--- src/rtl/cga_rgbi_encoder.sv ---
// cga_rgbi_encoder: converts 18-bit VGA-style RGB pixels into 4-bit CGA IRGB codes.
// Stage 1 quantises each channel to a 2-bit level; stage 2 maps the levels onto
// the 16-entry CGA palette and tracks pixel position and per-frame mismatch count.
// Build option: define CGA_RGBI_NEAREST_EN to map non-palette pixels to the
// nearest IRGB code instead of black.
module cga_rgbi_encoder (
  input  logic        clk,
  input  logic        reset_n,
  input  logic        in_valid,
  input  logic [5:0]  red,
  input  logic [6:0]  green,
  input  logic [5:0]  blue,
  input  logic        hsync,
  input  logic        vsync,
  output logic [3:0]  video,
  output logic        out_valid,
  output logic        hsync_out,
  output logic        vsync_out,
  output logic        exact,
  output logic [9:0]  col,
  output logic [8:0]  row,
  output logic        frame_pulse,
  output logic [15:0] err_count
);

  localparam logic [9:0]  COL_MAX = 10'd1023;
  localparam logic [8:0]  ROW_MAX = 9'd511;
  localparam logic [15:0] CNT_MAX = 16'hFFFF;

  function automatic logic [1:0] quant(input logic [5:0] v);
    if (v < 6'd11)      return 2'd0;
    else if (v < 6'd32) return 2'd1;
    else if (v < 6'd53) return 2'd2;
    else                return 2'd3;
  endfunction

  // stage 1
  logic       s1_valid_q, s1_valid_d;
  logic [1:0] lvl_r_q, lvl_r_d;
  logic [1:0] lvl_g_q, lvl_g_d;
  logic [1:0] lvl_b_q, lvl_b_d;
  logic       s1_hs_q, s1_hs_d;
  logic       s1_vs_q, s1_vs_d;

  // stage 2 and frame bookkeeping
  logic [3:0]  video_q, video_d;
  logic        exact_q, exact_d;
  logic        out_valid_q, out_valid_d;
  logic        hsync_out_q, hsync_out_d;
  logic        vsync_out_q, vsync_out_d;
  logic [9:0]  col_q, col_d;
  logic [8:0]  row_q, row_d;
  logic        line_pend_q, line_pend_d;
  logic [15:0] mis_cnt_q, mis_cnt_d;
  logic [15:0] err_count_q, err_count_d;
  logic        frame_pulse_q, frame_pulse_d;

  logic [3:0]  map_code;
  logic        map_exact;
  logic [1:0]  odd_cnt;
  logic        hs_rise;
  logic        vs_rise;
  logic [15:0] mis_inc;

  // stage 1: sample and quantise the pixel only on a strobe; syncs every cycle
  always_comb begin
    s1_valid_d = in_valid;
    s1_hs_d    = hsync;
    s1_vs_d    = vsync;
    lvl_r_d    = lvl_r_q;
    lvl_g_d    = lvl_g_q;
    lvl_b_d    = lvl_b_q;
    if (in_valid) begin
      lvl_r_d = quant(red);
      lvl_g_d = quant(green[6:1]);
      lvl_b_d = quant(blue);
    end
  end

  // palette lookup: level bit 0 selects intensity family, bit 1 is the colour bit
  always_comb begin
    map_code  = 4'h0;
    map_exact = 1'b0;
    odd_cnt   = {1'b0, lvl_r_q[0]} + {1'b0, lvl_g_q[0]} + {1'b0, lvl_b_q[0]};
    if (lvl_r_q == 2'd2 && lvl_g_q == 2'd1 && lvl_b_q == 2'd0) begin
      map_code  = 4'h6;
      map_exact = 1'b1;
    end else if (!lvl_r_q[0] && !lvl_g_q[0] && !lvl_b_q[0] &&
                 !(lvl_r_q == 2'd2 && lvl_g_q == 2'd2 && lvl_b_q == 2'd0)) begin
      map_code  = {1'b0, lvl_r_q[1], lvl_g_q[1], lvl_b_q[1]};
      map_exact = 1'b1;
    end else if (lvl_r_q[0] && lvl_g_q[0] && lvl_b_q[0]) begin
      map_code  = {1'b1, lvl_r_q[1], lvl_g_q[1], lvl_b_q[1]};
      map_exact = 1'b1;
    end else begin
`ifdef CGA_RGBI_NEAREST_EN
      if (odd_cnt >= 2'd2)
        map_code = {1'b1, &lvl_r_q, &lvl_g_q, &lvl_b_q};
      else
        map_code = {1'b0, lvl_r_q[1], lvl_g_q[1], lvl_b_q[1]};
`else
      map_code = 4'h0;
`endif
    end
  end

  // stage 2 outputs plus position and mismatch tracking, aligned with video
  always_comb begin
    hs_rise       = s1_hs_q & ~hsync_out_q;
    vs_rise       = s1_vs_q & ~vsync_out_q;
    video_d       = video_q;
    exact_d       = exact_q;
    out_valid_d   = s1_valid_q;
    hsync_out_d   = s1_hs_q;
    vsync_out_d   = s1_vs_q;
    col_d         = col_q;
    row_d         = row_q;
    line_pend_d   = line_pend_q;
    mis_inc       = mis_cnt_q;
    mis_cnt_d     = mis_cnt_q;
    err_count_d   = err_count_q;
    frame_pulse_d = vs_rise;

    if (s1_valid_q) begin
      video_d     = map_code;
      exact_d     = map_exact;
      line_pend_d = 1'b0;
      if (line_pend_q || hs_rise)
        col_d = 10'd0;
      else if (col_q != COL_MAX)
        col_d = col_q + 10'd1;
      if (!map_exact && mis_cnt_q != CNT_MAX)
        mis_inc = mis_cnt_q + 16'd1;
    end else if (hs_rise) begin
      line_pend_d = 1'b1;
    end

    // a coinciding vsync edge wins over the hsync increment
    if (vs_rise)
      row_d = 9'd0;
    else if (hs_rise && row_q != ROW_MAX)
      row_d = row_q + 9'd1;

    mis_cnt_d = mis_inc;
    if (vs_rise) begin
      err_count_d = mis_inc;
      mis_cnt_d   = 16'd0;
    end
  end

  // all state, with synchronous active-low reset
  always_ff @(posedge clk) begin
    if (!reset_n) begin
      s1_valid_q    <= 1'b0;
      lvl_r_q       <= 2'd0;
      lvl_g_q       <= 2'd0;
      lvl_b_q       <= 2'd0;
      s1_hs_q       <= 1'b0;
      s1_vs_q       <= 1'b0;
      video_q       <= 4'h0;
      exact_q       <= 1'b0;
      out_valid_q   <= 1'b0;
      hsync_out_q   <= 1'b0;
      vsync_out_q   <= 1'b0;
      col_q         <= 10'd0;
      row_q         <= 9'd0;
      line_pend_q   <= 1'b0;
      mis_cnt_q     <= 16'd0;
      err_count_q   <= 16'd0;
      frame_pulse_q <= 1'b0;
    end else begin
      s1_valid_q    <= s1_valid_d;
      lvl_r_q       <= lvl_r_d;
      lvl_g_q       <= lvl_g_d;
      lvl_b_q       <= lvl_b_d;
      s1_hs_q       <= s1_hs_d;
      s1_vs_q       <= s1_vs_d;
      video_q       <= video_d;
      exact_q       <= exact_d;
      out_valid_q   <= out_valid_d;
      hsync_out_q   <= hsync_out_d;
      vsync_out_q   <= vsync_out_d;
      col_q         <= col_d;
      row_q         <= row_d;
      line_pend_q   <= line_pend_d;
      mis_cnt_q     <= mis_cnt_d;
      err_count_q   <= err_count_d;
      frame_pulse_q <= frame_pulse_d;
    end
  end

  assign video       = video_q;
  assign exact       = exact_q;
  assign out_valid   = out_valid_q;
  assign hsync_out   = hsync_out_q;
  assign vsync_out   = vsync_out_q;
  assign col         = col_q;
  assign row         = row_q;
  assign frame_pulse = frame_pulse_q;
  assign err_count   = err_count_q;

endmodule

--- config.mk ---
export PLATFORM = sky130hd
export DESIGN_NAME = cga_rgbi_encoder
export DESIGN_NICKNAME = d
export VERILOG_FILES = /design/src/rtl/cga_rgbi_encoder.sv
export SDC_FILE = /design/constraint.sdc
export NUM_CORES = 1
export LEC_CHECK = 0
export CAP_MARGIN = 5
export CORE_ASPECT_RATIO = 0.8
export CORE_UTILIZATION = 41
export CTS_BUF_LIST = sky130_fd_sc_hd__clkbuf_4
export CTS_CLUSTER_SIZE = 28
export DETAILED_ROUTE_END_ITERATION = 10
export PLACE_DENSITY = 0.66
export SYNTH_ARGS = -nofsm -noshare
export SYNTH_HDL_FRONTEND = slang
export SYNTH_SLANG_ARGS = --single-unit
--- constraint.sdc ---
create_clock -name clk -period 2.85 [get_ports clk]
set_clock_uncertainty 0.2 [all_clocks]
set_input_delay 0.4275 -clock clk [delete_from_list [all_inputs] [get_ports clk]]
set_output_delay 0.4275 -clock clk [all_outputs]
set_load 0.05 [all_outputs]
==> impl_metrics.env, run 1 <==
export IMPL_status="completed"
export IMPL_slew_headroom_pct=56.5
export IMPL_cp_cell_sequence="and2b_1 -> mux2i_1 -> a21o_1 -> buf_4 -> buf_4 -> or4_1 -> nand3_1"
export IMPL_place_inst=569
export IMPL_design_area_um2=4320
export IMPL_grt_pass1_vias=3004
export IMPL_synth_cell_types=50
export IMPL_final_seq_area_um2=1400
export IMPL_ctsHoldBuffers=0
export IMPL_first_pass_iters=4
export IMPL_fin_nets=500
export IMPL_synth_top_cell_by_area="dfxtp_1"
export IMPL_die_w_um=104
export IMPL_clk_latency_ns=0.43
export IMPL_cts_buffer_depth=2
export IMPL_setup_violations=0
export IMPL_period_minus_slack_ns=2.40
export IMPL_rr_startpoint="lvl_b_q[1]$_SDFFE_PN0P_"
export IMPL_critPathCaptureType="flip-flop"
export IMPL_ant_nets=0
export IMPL_drtIter0Drc=171
export IMPL_vias_per_cell=5.58
export IMPL_path_depth=7
export IMPL_drive_above_1_share_pct=7.76
export IMPL_critPathKind="reg2reg"
export IMPL_yosysWarnings=0
export IMPL_start_kind="flip-flop"
export IMPL_ir_drop_uv=252
export IMPL_die_height_um=83.4
export IMPL_start_util_pct=42.5
export IMPL_synth_area_leaders="dfxtp_1 41%, nand3_1 5.2%, nor2_1 4.4%"
export IMPL_cp_slowest_cell="or4_1"
export IMPL_worstPathRequired_ns=3.02
export IMPL_post_cts_setup_buffers=0
export IMPL_ys_async_sr_fraction_pct=0
export IMPL_grt_usage_pct=19.5
export IMPL_synthesis_area_um2=3390
export IMPL_io_pins=68
export IMPL_max_cap_violations=0
export IMPL_path_common_cell="buf_4"
export IMPL_rows=29
export IMPL_syn_to_final_growth_pct=27.2
export IMPL_hold_violations=0
export IMPL_htreeDepth=3
export IMPL_hp_start="video[2]$_SDFFE_PN0P_"
export IMPL_synth_seq_area_share_pct=41.3
export IMPL_reg2regPathDepth=7
export IMPL_syn_inst=408
export IMPL_cts_tree="built"
export IMPL_antenna_cells=0
export IMPL_grt_overflow=0
export IMPL_period_share_pct=84.1
export IMPL_die_area_um2=8650
export IMPL_yosys_register_bits=70
export IMPL_grt_max_degree=21
export IMPL_cp_top_family="simple AND/OR/NAND/NOR gates"
export IMPL_preCtsSetupSlack_ns=0.408
export IMPL_multi_input_comb_area_um2=1830
export IMPL_critPathBufInv=2
export IMPL_port_buffers=66
export IMPL_rsz0062_at_grt="false"
export IMPL_min_to="video[2]$_SDFFE_PN0P_"
export IMPL_drv_slew=0
export IMPL_place_area_um2=4160
export IMPL_avgSynthCellArea_um2=8.32
export IMPL_tightest_slew_ns=0.649
export IMPL_root_buffer="clkbuf_4"
export IMPL_cts_made_buffers=9
export IMPL_setup_slack_ns=0.453
export IMPL_timing_rr_end="err_count[14]$_SDFFE_PN0P_"
export IMPL_gp_congestion=0.826
export IMPL_grt_pass1_wl_mm=13.8
export IMPL_crit_fanout=15
export IMPL_worstHoldPathCells=2
export IMPL_netlist_area_leader_share_pct=41.3
export IMPL_synth_edf_count=0
export IMPL_dp_hpwl_mm=5.74
export IMPL_antenna_found_initial=0
export IMPL_syn_nets=436
export IMPL_fillCellCount=757
export IMPL_coreArea_um2=7980
export IMPL_fmax_ghz=0.417
export IMPL_stdcell_count=585
export IMPL_fin_util_pct=54.1
export IMPL_min_path_type="reg2reg"
export IMPL_cp_data_arrival_time_ns=2.57
export IMPL_clkSlewWorstSetupHoldPaths_ns=0.12
export IMPL_drt_total_wl_mm=8.08
export IMPL_ys_flop_type="dfxtp_1"
export IMPL_vias=3264
export IMPL_drt_wirelength_per_cell_um=13.8
export IMPL_cpPeakStageDelay_ns=0.50
export IMPL_numClockSinks=70
export IMPL_p_leak_uw=0.00149
export IMPL_power_density_nw_per_um2=447
export IMPL_tns_ns=0
export IMPL_ff2ff_setup_slack_ns=0.45
export IMPL_drcViolationCount=0
export IMPL_cts_resized=0
-- logic make-up after synthesis --
kind of cell | synth area share (%)
buffers and inverters | 4.72
XOR/XNOR | 2.84
AO/OA/AOI/OAI | 19.6
multiplexers | 2.06
flip-flops | 41.3
adder cells (fa/ha/maj) | 1.47
AND/OR/NAND/NOR | 28.0
-- per-stage QoR --
stage,power [uW],hold slack (ns)
6_report,1930,0.268
4_1_cts,1950,0.273
3_5_place_dp,1220,0.254
5_1_grt,2010,0.294
3_3_place_gp,1220,0.239
2_1_floorplan,1140,0.231
-- flip-flops by register name, indices dropped and copies added (netlist names) --
| signal | flops |
|---|---|
| line_pend_q | 1 |
| out_valid_d | 1 |
| frame_pulse | 1 |
| err_count | 16 |
| row | 9 |
| hsync_out_d | 1 |
| vsync_out | 1 |
| hsync_out | 1 |
| exact | 1 |
| lvl_g_q | 2 |
| s1_vs_q | 1 |
| video | 4 |
| lvl_b_q | 2 |
| mis_cnt_q | 16 |
| col | 10 |
| out_valid | 1 |
| lvl_r_q | 2 |
-- cells in the final DEF (no fill, tap or decap), drive strengths merged, types with 3 or more instances in the layout --
master,n
xnor2,3
nor2,40
o211ai,14
clkdlybuf4s50,66
or4,9
a21oi,29
nor3,11
a32oi,5
xor2,8
and2,8
dfxtp,70
ha,4
inv,10
clkinv,3
or3,9
mux2i,7
a221o,3
a22oi,3
nor3b,3
buf,12
nand2,28
nand2b,5
o21ai,22
nand3,35
and3,9
and4,4
nand4,10
o311ai,5
o31ai,8
clkbuf,10
-- layout make-up --
| class | instances | area share (%) |
|---|---|---|
| Clock buffer | 10 | 1.74 |
| Multi-Input combinational cell | 303 | 42.4 |
| Sequential cell | 70 | 32.4 |
| Tap cell | 108 | 3.13 |
| Timing Repair Buffer | 78 | 17.4 |
| Inverter | 10 | 0.869 |
| Clock inverter | 6 | 2.00 |
-- worst max path at each step --
stage,slack (ns),endpoint,start
6_report,0.45,err_count[14]$_SDFFE_PN0P_,lvl_b_q[1]$_SDFFE_PN0P_
5_1_grt,0.29,mis_cnt_q[13]$_SDFF_PP0_,lvl_r_q[1]$_SDFFE_PN0P_
4_1_cts,0.45,err_count[14]$_SDFFE_PN0P_,lvl_b_q[1]$_SDFFE_PN0P_
3_5_place_dp,0.41,err_count[14]$_SDFFE_PN0P_,reset_n
3_3_place_gp,0.43,err_count[14]$_SDFFE_PN0P_,reset_n
2_1_floorplan,0.45,row[7]$_SDFFE_PP0P_,row[0]$_SDFFE_PP0P_
-- worst reg2reg max path, delay by kind of cell, from the launching register on --
kind / cells / cell delay [ns]
and+or+nand+nor: 3 / 0.81
buffers and inverters: 2 / 0.43
muxes: 1 / 0.20
DFF: 1 / 0.36
AOI/OAI and AO/OA: 1 / 0.36
-- cells in the mapped netlist (all sizes together) (7+ instances only) --
master	instances
o211ai	14
dfxtp	70
xor2	8
o21ai	22
o31ai	8
nand2	28
nand4	10
or3	9
inv	10
mux2i	7
or4	9
clkbuf	17
nor2	40
buf	8
and2	8
a21oi	29
nand3	35
and3	9
nor3	11
-- per-layer routing --
layer	GRT usage, %	share of wire, %	vias up
li1	-	-	1648
met1	26.0	50	1543
met2	30.8	45	67
met3	5.42	4.7	6
met4	6.10	0.80	0
met5	0	0	-
-- power by group --
part | switching (uW) | internal (uW)
Clock | 365 | 364
Combinational | 112 | 78.2
Sequential | 14.7 | 995
Note: power is estimated with default switching activity, not from simulation.
==> inputs of run 2 (changes only) <==
--- a/config.mk
+++ b/config.mk
@@ -11,7 +11,7 @@
 export CTS_BUF_LIST = sky130_fd_sc_hd__clkbuf_4
 export CTS_CLUSTER_SIZE = 28
 export DETAILED_ROUTE_END_ITERATION = 10
-export PLACE_DENSITY = 0.66
+export PLACE_DENSITY = 0.68
 export SYNTH_ARGS = -nofsm -noshare
 export SYNTH_HDL_FRONTEND = slang
 export SYNTH_SLANG_ARGS = --single-unit
==> constraint.sdc (replaced) <==
create_clock -name clk -period 2.09 [get_ports clk]
set_clock_uncertainty 0.2 [all_clocks]
set_input_delay 0.3135 -clock clk [delete_from_list [all_inputs] [get_ports clk]]
set_output_delay 0.3135 -clock clk [all_outputs]
set_load 0.05 [all_outputs]
==> run 2 against run 1 <==
  * Total power rose by 36%
  * Setup slack lost 0.40 ns
  * Core utilization rose by 3.1 points
  * Critical path depth decreased by 6
  * Final cell count increased by 4.3%
  * Count of clock-buffer cells in the layout up 1
  * Largest cell class unchanged
==> impl_metrics.env, run 2 (synthesized netlist as in run 1, its figures left out) <==
export IMPL_timing_rr_end="mis_cnt_q[3]$_SDFF_PP0_"
export IMPL_critPathCaptureType="primary output"
export IMPL_ant_nets=0
export IMPL_drt_total_wl_mm=8.53
export IMPL_period_minus_slack_ns=2.03
export IMPL_antenna_found_initial=0
export IMPL_fin_nets=525
export IMPL_clk_latency_ns=0.41
export IMPL_start_util_pct=42.5
export IMPL_rr_startpoint="lvl_b_q[1]$_SDFFE_PN0P_"
export IMPL_fillCellCount=762
export IMPL_hold_violations=0
export IMPL_grt_overflow=0
export IMPL_cts_buffer_depth=2
export IMPL_layout_commonest_cell="dfxtp_1"
export IMPL_vias=3362
export IMPL_multi_input_comb_area_um2=1880
export IMPL_coreArea_um2=7980
export IMPL_drt_wirelength_per_cell_um=14.0
export IMPL_numClockSinks=70
export IMPL_p_leak_uw=0.00187
export IMPL_cp_slowest_cell="clkdlybuf4s50_1"
export IMPL_tns_ns=0
export IMPL_first_pass_iters=4
export IMPL_period_share_pct=97.2
export IMPL_min_to="video[0]$_SDFFE_PN0P_"
export IMPL_cts_made_buffers=9
export IMPL_crit_fanout=1
export IMPL_rows=29
export IMPL_critPathKind="reg2out"
export IMPL_root_buffer="clkbuf_4"
export IMPL_grt_pass1_vias=3066
export IMPL_dp_hpwl_mm=6.14
export IMPL_fmax_ghz=0.492
export IMPL_drcViolationCount=0
export IMPL_ff2ff_setup_slack_ns=0.09
export IMPL_clkSlewWorstSetupHoldPaths_ns=0.12
export IMPL_slew_headroom_pct=51.2
export IMPL_worstHoldPathCells=2
export IMPL_setup_violations=0
export IMPL_max_cap_violations=0
export IMPL_min_path_type="reg2reg"
export IMPL_htreeDepth=3
export IMPL_die_area_um2=8650
export IMPL_port_buffers=66
export IMPL_status="completed"
export IMPL_critPathBufInv=1
export IMPL_cts_tree="built"
export IMPL_drive_above_1_share_pct=17.1
export IMPL_io_pins=68
export IMPL_drtIter0Drc=196
export IMPL_ir_drop_uv=315
export IMPL_rsz0062_at_grt="true"
export IMPL_reg2regPathDepth=6
export IMPL_preCtsSetupSlack_ns=0.00732
export IMPL_cp_cell_sequence="clkdlybuf4s50_1"
export IMPL_antenna_cells=0
export IMPL_die_w_um=104
export IMPL_cp_data_arrival_time_ns=1.52
export IMPL_cp_top_family="buffers and inverters"
export IMPL_drv_slew=0
export IMPL_hp_start="video[0]$_SDFFE_PN0P_"
export IMPL_gp_congestion=0.812
export IMPL_grt_max_degree=42
export IMPL_hold_ws_ns=0.264
export IMPL_worstPathRequired_ns=1.58
export IMPL_final_cell_mix="60 x dfxtp_1, 42 x buf_4, 40 x nor2_1"
export IMPL_final_seq_area_um2=1420
export IMPL_vias_per_cell=5.51
export IMPL_setup_slack_ns=0.0584
export IMPL_start_kind="flip-flop"
export IMPL_ctsHoldBuffers=0
export IMPL_syn_to_final_growth_pct=34.5
export IMPL_cpPeakStageDelay_ns=0.79
export IMPL_grt_pass1_wl_mm=14.4
export IMPL_power_density_nw_per_um2=575
export IMPL_die_height_um=83.4
export IMPL_grt_usage_pct=20.3
export IMPL_tightest_slew_ns=0.727
[run 2: cell types whose count changed in the layout (fill, tap and decap cells not counted), sizes merged]
cell | previous run | this run
clkinvlp | 1 | 0
dlygate4sd2 | 0 | 30
buf | 12 | 46
clkdlybuf4s50 | 66 | 23
clkbuf | 10 | 11
dlymetal6s2s | 0 | 4
[run 2: final cells by class]
type | instances | area share (%)
repair buffers | 103 | 20.6
clock buffers | 11 | 1.81
inverters | 10 | 0.822
clock inverters | 5 | 1.62
multi-input cells | 303 | 41.2
flip-flops and latches | 70 | 31.1
well taps | 108 | 2.96
[run 2: layer usage]
metal	part of all wire, %	wire (um)	track usage [%]
met4	0.82	70	5.32
met1	49	4180	27.5
met5	0	0	0
met3	5.5	473	5.26
met2	45	3810	32.2
[run 2: per-stage QoR]
step | instances | total power (uW) | util [%] | cell area [um2]
floorplan | 408 | 1560 | - | 3450
CTS | 609 | 2660 | 56.9 | 4540
global route | 610 | 2740 | 57.2 | 4570
global placement | 593 | 1690 | 55.4 | 4430
finish | 610 | 2630 | 57.2 | 4570
detailed placement | 593 | 1700 | 55.4 | 4430
[run 2: what timing repair did]
item / in CTS / in global routing
pin swaps: 0 / 2
endpoints found under the setup margin: 30 / 13
setup buffers: 0 / 1
gates resized for setup: 30 / 6
[run 2: how the worst max path moves through the flow]
stage | from | endpoint | cells after the start
finish | frame_pulse$_SDFF_PN0_ | frame_pulse | 1
global route | lvl_b_q[1]$_SDFFE_PN0P_ | mis_cnt_q[3]$_SDFF_PP0_ | 6
CTS | err_count[6]$_SDFFE_PN0P_ | err_count[6] | 1
detailed placement | reset_n | err_count[0]$_SDFFE_PN0P_ | 8
global placement | reset_n | err_count[14]$_SDFFE_PN0P_ | 5
floorplan | row[1]$_SDFFE_PP0P_ | row[5]$_SDFFE_PP0P_ | 8
[run 2: power by group]
group | internal (uW) | leakage, uW | switching, uW | total, uW
clock | 505 | 0.0000883 | 463 | 968
sequential | 1360 | 0.000572 | 19.5 | 1380
combinational | 125 | 0.00121 | 159 | 284
total | 1990 | 0.00187 | 641 | 2630
